$ cat config.mk
export PLATFORM = sky130hd
export DESIGN_NAME = traffic_scheduler
export DESIGN_NICKNAME = d
export VERILOG_FILES = /design/src/rtl/traffic_scheduler.sv
export SDC_FILE = /design/constraint.sdc
export NUM_CORES = 1
export LEC_CHECK = 0
export BUFFER_PORTS_ARGS = -buffer_cell sky130_fd_sc_hd__buf_2
export CAP_MARGIN = 10
export CORE_MARGIN = 4
export CORE_UTILIZATION = 52
export DETAILED_ROUTE_END_ITERATION = 16
export HOLD_SLACK_MARGIN = 0.05
export PLACE_DENSITY = 0.76
export SLEW_MARGIN = 15
export SYNTH_ARGS = -nofsm -noshare
export SYNTH_HDL_FRONTEND = slang
export SYNTH_SLANG_ARGS = --single-unit
$ cat constraint.sdc
create_clock -name clk -period 5 [get_ports clk]
set_clock_uncertainty 0.05 [all_clocks]
set_input_delay 0.5 -clock clk [delete_from_list [all_inputs] [get_ports clk]]
set_output_delay 0.5 -clock clk [all_outputs]
set_load 0.05 [all_outputs]
$ cat src/rtl/traffic_scheduler.sv
// Per-frame sequencer for the AI vehicle slot pool: moves, retires and spawns
// vehicles once per frame and latches stable positions for the renderers.
module traffic_scheduler #(
    parameter int NUM_CARS      = 4,
    parameter int TRAFFIC_SPEED = 6,
    parameter int SPAWN_PERIOD  = 20,
    parameter int LANE_CLEAR    = 160,
    parameter int SPAWN_Y       = 0
) (
    input  logic                   clk,
    input  logic                   resetN,
    input  logic                   frame_start,
    input  logic [9:0]             player_speed,
    input  logic [10:0]            random,
    output logic [NUM_CARS*11-1:0] car_x,
    output logic [NUM_CARS*11-1:0] car_y,
    output logic [NUM_CARS-1:0]    car_active,
    output logic                   busy,
    output logic                   frame_done,
    output logic                   overrun
);

    localparam int IDX_W = (NUM_CARS > 1) ? $clog2(NUM_CARS) : 1;
    localparam int TMR_W = $clog2(SPAWN_PERIOD + 1);
    localparam logic [IDX_W-1:0] LAST_IDX = IDX_W'(NUM_CARS - 1);

    typedef enum logic [2:0] {
        S_IDLE,
        S_UPDATE,
        S_SPAWN_CHECK,
        S_PROBE,
        S_DONE
    } state_t;

    state_t              r_state;
    logic [IDX_W-1:0]    r_idx;
    logic [2:0]          r_lane;
    logic [2:0]          r_probe_cnt;
    logic [TMR_W-1:0]    r_timer;
    logic [10:0]         r_x [NUM_CARS];
    logic [10:0]         r_y [NUM_CARS];
    logic [NUM_CARS-1:0] r_act;

    logic [10:0]         w_lane_x;
    logic                w_blocked;
    logic                w_any_free;
    logic [IDX_W-1:0]    w_free_idx;
    logic [10:0]         w_cur_y;
    logic [11:0]         w_y_next;
    logic                w_retire;
    logic                w_spawn;
    logic                w_enter_done;
    logic [10:0]         w_nx [NUM_CARS];
    logic [10:0]         w_ny [NUM_CARS];
    logic [NUM_CARS-1:0] w_nact;
    logic                w_unused;

    function automatic logic [10:0] f_lane_x(input logic [2:0] lane);
        return 11'd166 + 11'(lane) * 11'd33;
    endfunction

    assign w_unused = ^{random[10:3], player_speed[4:0]};

    // Slot motion, lane clearance, free-slot search and the post-spawn slot view.
    always_comb begin
        w_lane_x   = f_lane_x(r_lane);
        w_cur_y    = r_y[r_idx];
        // 12-bit two's complement: bit 11 set means the vehicle left the top edge
        w_y_next   = {1'b0, w_cur_y} + {7'b0, player_speed[9:5]} - 12'(TRAFFIC_SPEED);
        w_retire   = w_y_next[11] | (w_y_next >= 12'd480);
        w_blocked  = 1'b0;
        w_any_free = 1'b0;
        w_free_idx = '0;
        for (int i = 0; i < NUM_CARS; i++) begin
            w_blocked = w_blocked |
                        (r_act[i] & (r_x[i] == w_lane_x) & (r_y[i] < 11'(LANE_CLEAR)));
        end
        for (int i = NUM_CARS - 1; i >= 0; i--) begin
            w_any_free = w_any_free | ~r_act[i];
            w_free_idx = r_act[i] ? w_free_idx : IDX_W'(i);
        end
        w_spawn      = (r_state == S_PROBE) & ~w_blocked & w_any_free;
        w_enter_done = ((r_state == S_SPAWN_CHECK) & ~((r_timer == '0) & w_any_free)) |
                       ((r_state == S_PROBE) & (~w_blocked | (r_probe_cnt == 3'd7)));
        for (int i = 0; i < NUM_CARS; i++) begin
            w_nx[i]   = (w_spawn && (w_free_idx == IDX_W'(i))) ? w_lane_x : r_x[i];
            w_ny[i]   = (w_spawn && (w_free_idx == IDX_W'(i))) ? 11'(SPAWN_Y) : r_y[i];
            w_nact[i] = r_act[i] | (w_spawn && (w_free_idx == IDX_W'(i)));
        end
    end

    // Frame sequencer FSM with registered status and frame-latched slot outputs.
    always_ff @(posedge clk or negedge resetN) begin
        if (!resetN) begin
            r_state     <= S_IDLE;
            r_idx       <= '0;
            r_lane      <= 3'd0;
            r_probe_cnt <= 3'd0;
            r_timer     <= '0;
            r_act       <= '0;
            for (int i = 0; i < NUM_CARS; i++) begin
                r_x[i] <= 11'd0;
                r_y[i] <= 11'd0;
            end
            car_x      <= '0;
            car_y      <= '0;
            car_active <= '0;
            busy       <= 1'b0;
            frame_done <= 1'b0;
            overrun    <= 1'b0;
        end else begin
            frame_done <= 1'b0;
            if (frame_start && (r_state != S_IDLE)) begin
                overrun <= 1'b1;
            end
            case (r_state)
                S_IDLE: begin
                    if (frame_start) begin
                        r_state <= S_UPDATE;
                        r_idx   <= '0;
                        busy    <= 1'b1;
                        if (r_timer != '0) begin
                            r_timer <= r_timer - TMR_W'(1);
                        end
                    end
                end
                S_UPDATE: begin
                    if (r_act[r_idx]) begin
                        if (w_retire) begin
                            r_act[r_idx] <= 1'b0;
                            r_y[r_idx]   <= 11'd0;
                        end else begin
                            r_y[r_idx] <= w_y_next[10:0];
                        end
                    end
                    if (r_idx == LAST_IDX) begin
                        r_state <= S_SPAWN_CHECK;
                    end else begin
                        r_idx <= r_idx + IDX_W'(1);
                    end
                end
                S_SPAWN_CHECK: begin
                    if ((r_timer == '0) && w_any_free) begin
                        r_state     <= S_PROBE;
                        r_lane      <= random[2:0];
                        r_probe_cnt <= 3'd0;
                    end
                end
                S_PROBE: begin
                    if (w_spawn) begin
                        r_x[w_free_idx]   <= w_lane_x;
                        r_y[w_free_idx]   <= 11'(SPAWN_Y);
                        r_act[w_free_idx] <= 1'b1;
                        r_timer           <= TMR_W'(SPAWN_PERIOD);
                    end else begin
                        r_lane      <= r_lane + 3'd1;
                        r_probe_cnt <= r_probe_cnt + 3'd1;
                    end
                end
                S_DONE: begin
                    r_state <= S_IDLE;
                end
                default: begin
                    r_state <= S_IDLE;
                end
            endcase
            // Outputs change only together with the frame_done pulse
            if (w_enter_done) begin
                r_state    <= S_DONE;
                busy       <= 1'b0;
                frame_done <= 1'b1;
                car_active <= w_nact;
                for (int i = 0; i < NUM_CARS; i++) begin
                    car_x[i*11 +: 11] <= w_nx[i];
                    car_y[i*11 +: 11] <= w_ny[i];
                end
            end
        end
    end

endmodule
==> reports/metrics.csv, run 1 <==
stage;metric;value;unit
outcome;status;complete, no violations;
clock_tree;# Post-CTS Setup Buffers;0;
synthesis;fraction of registers with async set/reset;1.00;
synthesis;number of synthesized flops with an enable pin;0;
synthesis;Synth Area in XOR/XNOR;0.0357;
global_routing;All-Layer GR Usage;0.218;
floorplanning;I/O Pins;119;
route;drt total wl;20.4;mm
clock_tree;CTS tree;built;
route;routed wl met2;9.66;mm
setup_path;WP data arrival;4.84;ns
sta;Slew Limit Headroom;0.393;
setup_path;reg2reg start;r_idx[0];
setup_path;Worst Setup Path Type;register to register;
synthesis;post-synthesis sequential area ratio;0.530;
global_routing;initial antenna violation count;0;
synthesis;cell taking the most area after synthesis;dfrtp_1;
floorplanning;Core Area;0.0166;mm2
sta;RSZ-0062 raised after global routing;no;
route;M1 wire length;9.32;mm
sta;final hold slack;0.137;ns
clock_tree;CTS Sinks;187;
setup_path;CP required;5.31;ns
floorplanning;Die Y;138;um
layout;final instance area;0.0101;mm2
route;via count;6218;
floorplanning;Die Width;138;um
synthesis;top cells by area, synth;dfrtp_1 53%, a22o_1 4.5%, mux2_2 4.5%;
sta;Tightest Pin Transition;0.908;ns
clock_tree;Reg clk slew, reported paths;0.07;ns
synthesis;Seq cells post-synth;187;
synthesis;Mean Syn Cell Area;11.5;um2
route;Pre-antenna DRT Iters;5;
layout;Ant. Diodes;0;
layout;fin nets;904;
synthesis;complex-gate fraction of the synthesized area;0.134;
clock_tree;post_cts resized;0;
layout;layout overhead on the synthesized area;14.5;%
setup_path;Setup crit end kind;register;
sta;final setup TNS;0;ns
global_routing;total gr overflow;0;
clock_tree;clock buffer depth;2;
layout;share of layout cells above drive strength 1;0.229;
sta;Final Max Slew Viols;0;
route;DR top layer;met4;
sta;final hold viol count;0;
synthesis;Post-Synth Simple-Gate Area;0.0939;
setup_path;reg2reg end;r_y[16];
setup_path;crit-path max FO;11;
synthesis;area share of fa/ha/maj cells after synthesis;0.0405;
synthesis;Post-Synthesis Cells;767;
clock_tree;htree depth;4;
setup_path;Setup crit start;r_idx[0];
route;via/cell ratio;5.73;
floorplanning;Starting Density;0.531;
synthesis;Top FF cell, synth;dfrtp_1;
clock_tree;hold_buf cts;0;
sta;period utilisation layout;0.905;
setup_path;CP startpoint kind;register;
sta;Period minus WS final;4.53;ns
clock_tree;clock root cell;clkbuf_16;
route;drt drc;0;
floorplanning;std cell rows;47;
global_routing;pin count of the biggest net entering global routing;102;
setup_path;cells on worst reg2reg path;15;
synthesis;Yosys warnings;0;
route;WL met3;1.13;mm
sta;Setup-failing EPs final;0;
worst_hold_path;hold crit path type;input port to asynchronous set/reset pin;
floorplanning;Die ar.;0.0191;mm2
route;post-route ant nets;0;
clock_tree;Inserted Clock Buffers;17;
route;Iter 0 DRT Violations;620;
clock_tree;Worst-Skew Late Latency;0.43;ns
global_routing;vias in the first global route;6170;
setup_path;reg2reg setup slack;0.47;ns
synthesis;multiplexer share of the synthesized area;0.114;
synthesis;main combinational cell family by area after synthesis;compound AO/OA/AOI/OAI gates;
placed_design;HPWL after detailed placement;14.8;mm
synthesis;Cell variety after synth;57;
route;DR WL/cell;18.8;um
synthesis;Post-Syn Area;0.00883;mm2
global_routing;global-route wire length before repair;33.6;mm
flow_run;Max-cap violations;0;
placed_design;Buffers on Ports;97;
synthesis;top cell type's share of synthesized area;0.530;
placed_design;Final GP Congestion;0.860;
placed_design;Area after DPL;0.00948;mm2
sta;fmax;221;MHz
[per-stage QoR]
stage / worst slack, ns / utilization / std cells
finish: 0.474 / 0.608 / 1085
global placement: 0.596 / 0.570 / 1053
detailed placement: 0.528 / 0.570 / 1053
floorplan: 0.348 / - / 774
CTS: 0.489 / 0.608 / 1085
global route: 0.196 / 0.608 / 1085
[synthesized netlist by cell type (8+ instances only)]
| master | instances |
|---|---|
| xor2_1 | 27 |
| nand2_1 | 53 |
| ha_1 | 27 |
| mux2_1 | 10 |
| buf_4 | 9 |
| inv_1 | 52 |
| o2bb2ai_1 | 24 |
| a21oi_1 | 27 |
| xnor2_1 | 9 |
| o21ai_0 | 29 |
| o31ai_1 | 10 |
| mux4_2 | 12 |
| buf_1 | 8 |
| nand4_1 | 10 |
| clkbuf_1 | 19 |
| mux2i_1 | 20 |
| a22o_1 | 45 |
| and2_1 | 11 |
| mux2_2 | 35 |
| buf_2 | 15 |
| dfrtp_1 | 187 |
| nor2_1 | 46 |
[how the worst max path moves through the flow]
stage / end / slack, ns / depth (start not counted)
after CTS: r_y[16] / 0.49 / 15
after global routing: r_y[16] / 0.20 / 15
final: r_y[16] / 0.47 / 15
after floorplan: r_y[27] / 0.35 / 18
after detailed placement: r_y[16] / 0.53 / 15
after global placement: r_y[16] / 0.60 / 15
[routing by layer]
layer,track usage,vias up
met5,0,-
li1,-,2894
met2,0.339,206
met1,0.313,3089
met4,0.0660,0
met3,0.0421,29
[critical path: stages (launching register included)]
cell,delay [ns]
dfrtp_1,0.45
mux4_2,0.52
inv_1,0.07
ha_1,0.21
inv_1,0.06
ha_1,0.19
inv_1,0.07
fa_1,0.40
nor2b_1,0.17
o31a_1,0.24
nor4_1,0.07
a311o_1,0.36
a311o_1,0.40
o21a_1,0.23
o211ai_1,0.71
a22o_1,0.25
[cells by family after synthesis]
kind of cell	count (synthesis)
adder cells (fa/ha/maj)	28
multiplexers	79
other	1
AO/OA/AOI/OAI	163
flip-flops	187
buffers and inverters	106
XOR/XNOR	36
AND/OR/NAND/NOR	167
[layout by cell type, fill, tap and decap left out, types with 11 or more instances in the layout]
master     synthesis  layout
dfrtp_1          187     187
buf_2             15      96
nand2_1           53      53
inv_1             52      52
nor2_1            46      46
a22o_1            45      45
mux2_2            35      35
o21ai_0           29      29
a21oi_1           27      27
xor2_1            27      27
ha_1              27      27
o2bb2ai_1         24      24
mux2i_1           20      20
clkbuf_16          0      17
buf_4              9      14
mux4_2            12      12
and2_1            11      11
[state kept, by name, indices dropped and copies added, names as in the netlist, 2 cells and up]
| name | count |
|---|---|
| r_state | 3 |
| r_y | 44 |
| car_active | 4 |
| car_x | 36 |
| r_x | 36 |
| r_lane | 3 |
| r_idx | 2 |
| r_timer | 5 |
| car_y | 44 |
| r_act | 4 |
| r_probe_cnt | 3 |
[final cells by class]
class	count	area (um2)
inverters	54	203
clock inverters	12	184
clock buffers	20	447
multi-input cells	481	3730
repair buffers	111	597
flip-flops and latches	187	4680
fillers	1311	6530
well taps	220	275
Power of run 1 is left out: the tool's default activity adds up to more than one toggle a clock period on the data nets, which glitch-free logic cannot reach.
==> run 2: changes to the inputs <==
==> constraint.sdc (replaced) <==
create_clock -name clk -period 5 [get_ports clk]
set_clock_uncertainty 0.05 [all_clocks]
set_input_delay 0 -clock clk [delete_from_list [all_inputs] [get_ports clk]]
set_output_delay 0 -clock clk [all_outputs]
set_load 0.05 [all_outputs]
==> reports/metrics.csv, run 2 (same netlist as run 1, synthesis figures left out) <==
stage;metric;value;unit;change
setup_path;critical-path cell list;mux4_2 > inv_1 > ha_1 > inv_1 > ha_1 > inv_1 > fa_1 > nor2b_1 > o31a_1 > nor4_1 > a311o_1 > a311o_1 > o21a_1 > o211ai_1 > a22o_1;;unchanged
flow_run;Max-cap violations;0;;unchanged
global_routing;All-Layer GR Usage;0.221;;was 0.218
global_routing;pin count of the biggest net entering global routing;93;;was 102
route;via count;6216;;was 6,218
clock_tree;htree depth;4;;unchanged
setup_path;Most common cell on crit path;inv_1;;unchanged
global_routing;initial antenna violation count;0;;unchanged
sta;final setup TNS;0;ns;unchanged
sta;Period minus WS final;4.59;ns;was 4.53 ns
setup_path;CP startpoint kind;register;;unchanged
floorplanning;Die ar.;0.0191;mm2;unchanged
route;drt total wl;20.5;mm;was 20.4 mm
route;Iter 0 DRT Violations;406;;was 620
floorplanning;I/O Pins;119;;unchanged
clock_tree;CTS tree;built;;unchanged
global_routing;vias in the first global route;6278;;was 6,170
setup_path;CP required;5.31;ns;about the same
sta;fmax;218;MHz;was 221 MHz
clock_tree;CTS Sinks;187;;unchanged
layout;Reg area;0.00468;mm2;unchanged
layout;fin nets;909;;was 904
sta;Slew Limit Headroom;0.363;;was 0.393
sta;period utilisation layout;0.917;;was 0.905
setup_path;crit-path max FO;11;;unchanged
sta;Final Max Slew Viols;0;;unchanged
clock_tree;# Post-CTS Setup Buffers;0;;unchanged
placed_design;Placed Cells;1052;;was 1,053
route;post-route ant nets;0;;unchanged
layout;Top Registers;car_y (44), r_y (44);;unchanged
setup_path;WP data arrival;4.90;ns;was 4.84 ns
clock_tree;clock buffer depth;2;;unchanged
clock_tree;Reg clk slew, reported paths;0.07;ns;about the same
layout;share of layout cells above drive strength 1;0.229;;about the same
layout;Finished Layout Cells;1090;;was 1,085
route;Pre-antenna DRT Iters;5;;unchanged
sta;Tightest Pin Transition;0.950;ns;was 0.908 ns
clock_tree;clock root cell;clkbuf_16;;unchanged
route;DR WL/cell;18.8;um;about the same
sta;RSZ-0062 raised after global routing;no;;unchanged
layout;Ant. Diodes;0;;unchanged
setup_path;slowest cell delay on critical path;0.75;ns;was 0.71 ns
floorplanning;Die Y;138;um;unchanged
clock_tree;Worst-Skew Late Latency;0.43;ns;about the same
layout;commonest non-fill, non-tap cells in the layout;187 x dfrtp_1, 96 x buf_2, 53 x nand2_1, 52 x inv_1, 46 x nor2_1;;unchanged
placed_design;Final GP Congestion;0.870;;was 0.860
layout;layout overhead on the synthesized area;14.4;%;was 14.5%
global_routing;global-route wire length before repair;34.0;mm;was 33.6 mm
layout;Fillers;1352;;was 1,311
clock_tree;hold_buf cts;6;;was 0
placed_design;HPWL after detailed placement;14.7;mm;was 14.8 mm
floorplanning;Starting Density;0.531;;unchanged
sta;Setup-failing EPs final;0;;unchanged
setup_path;Worst path slowest cell;o211ai_1;;unchanged
placed_design;Buffers on Ports;97;;unchanged
floorplanning;Die Width;138;um;unchanged
setup_path;Setup crit end kind;register;;unchanged
worst_hold_path;hold crit path type;input port to asynchronous set/reset pin;;unchanged
global_routing;total gr overflow;0;;unchanged
layout;footprint of the multi-input gates;0.00373;mm2;unchanged
floorplanning;Core Area;0.0166;mm2;unchanged
sta;final hold viol count;0;;unchanged
route;via/cell ratio;5.70;;was 5.73
layout;commonest non-fill, non-tap cell in the layout;dfrtp_1;;unchanged
clock_tree;post_cts resized;0;;unchanged
setup_path;Worst Setup Path Type;register to register;;unchanged
outcome;status;complete, no violations;;unchanged
floorplanning;std cell rows;47;;unchanged
route;drt drc;0;;unchanged
clock_tree;Inserted Clock Buffers;17;;unchanged
## run 2: worst max-delay path, delay by kind of cell (launching register included)
family / cells / cell delay [ns]
AOI/OAI and AO/OA: 6 / 2.23
adders and majority gates: 3 / 0.83
muxes: 1 / 0.52
DFF: 1 / 0.44
and+or+nand+nor: 2 / 0.23
buffers and inverters: 3 / 0.21
## run 2: path summary, 6_finish.rpt
check	to	startpoint	cells past startpoint	slack, ns
worst max-delay path	r_y[16]	r_idx[0]	15	0.41
worst min-delay path	car_y[3]	resetN	2	0.14
worst max register to register	r_y[16]	r_idx[0]	15	0.41
worst min register to register	overrun	overrun	1	0.42
max in group asynchronous	r_x[39]	resetN	3	3.57
min in group clk	r_lane[0]	random[0]	4	0.32
## run 2: area by class of cell
cell class	instances	area share
clock inverter	14	0.0132
clock buffer	18	0.0434
inverter	54	0.0201
timing repair buffer	116	0.0642
tap	220	0.0272
sequential	187	0.463
multi-input combinational	481	0.369
## run 2: per-layer routing
metal | routed length, um | share of wire | track usage
met1 | 9190 | 0.45 | 0.304
met2 | 9940 | 0.48 | 0.356
met3 | 1010 | 0.049 | 0.0490
met4 | 373 | 0.018 | 0.0650
met5 | 0 | 0 | 0
## run 2: metrics by stage
step	worst slack (ns)	hold slack, ns	util	cell area, um2
floorplan	0.348	-0.346	-	8860
global placement	0.626	0.0719	0.569	9480
detailed placement	0.494	0.0727	0.569	9480
CTS	0.454	0.175	0.607	10100
global route	0.180	0.227	0.607	10100
finish	0.414	0.144	0.607	10100
Power of run 2 is left out for the same reason.
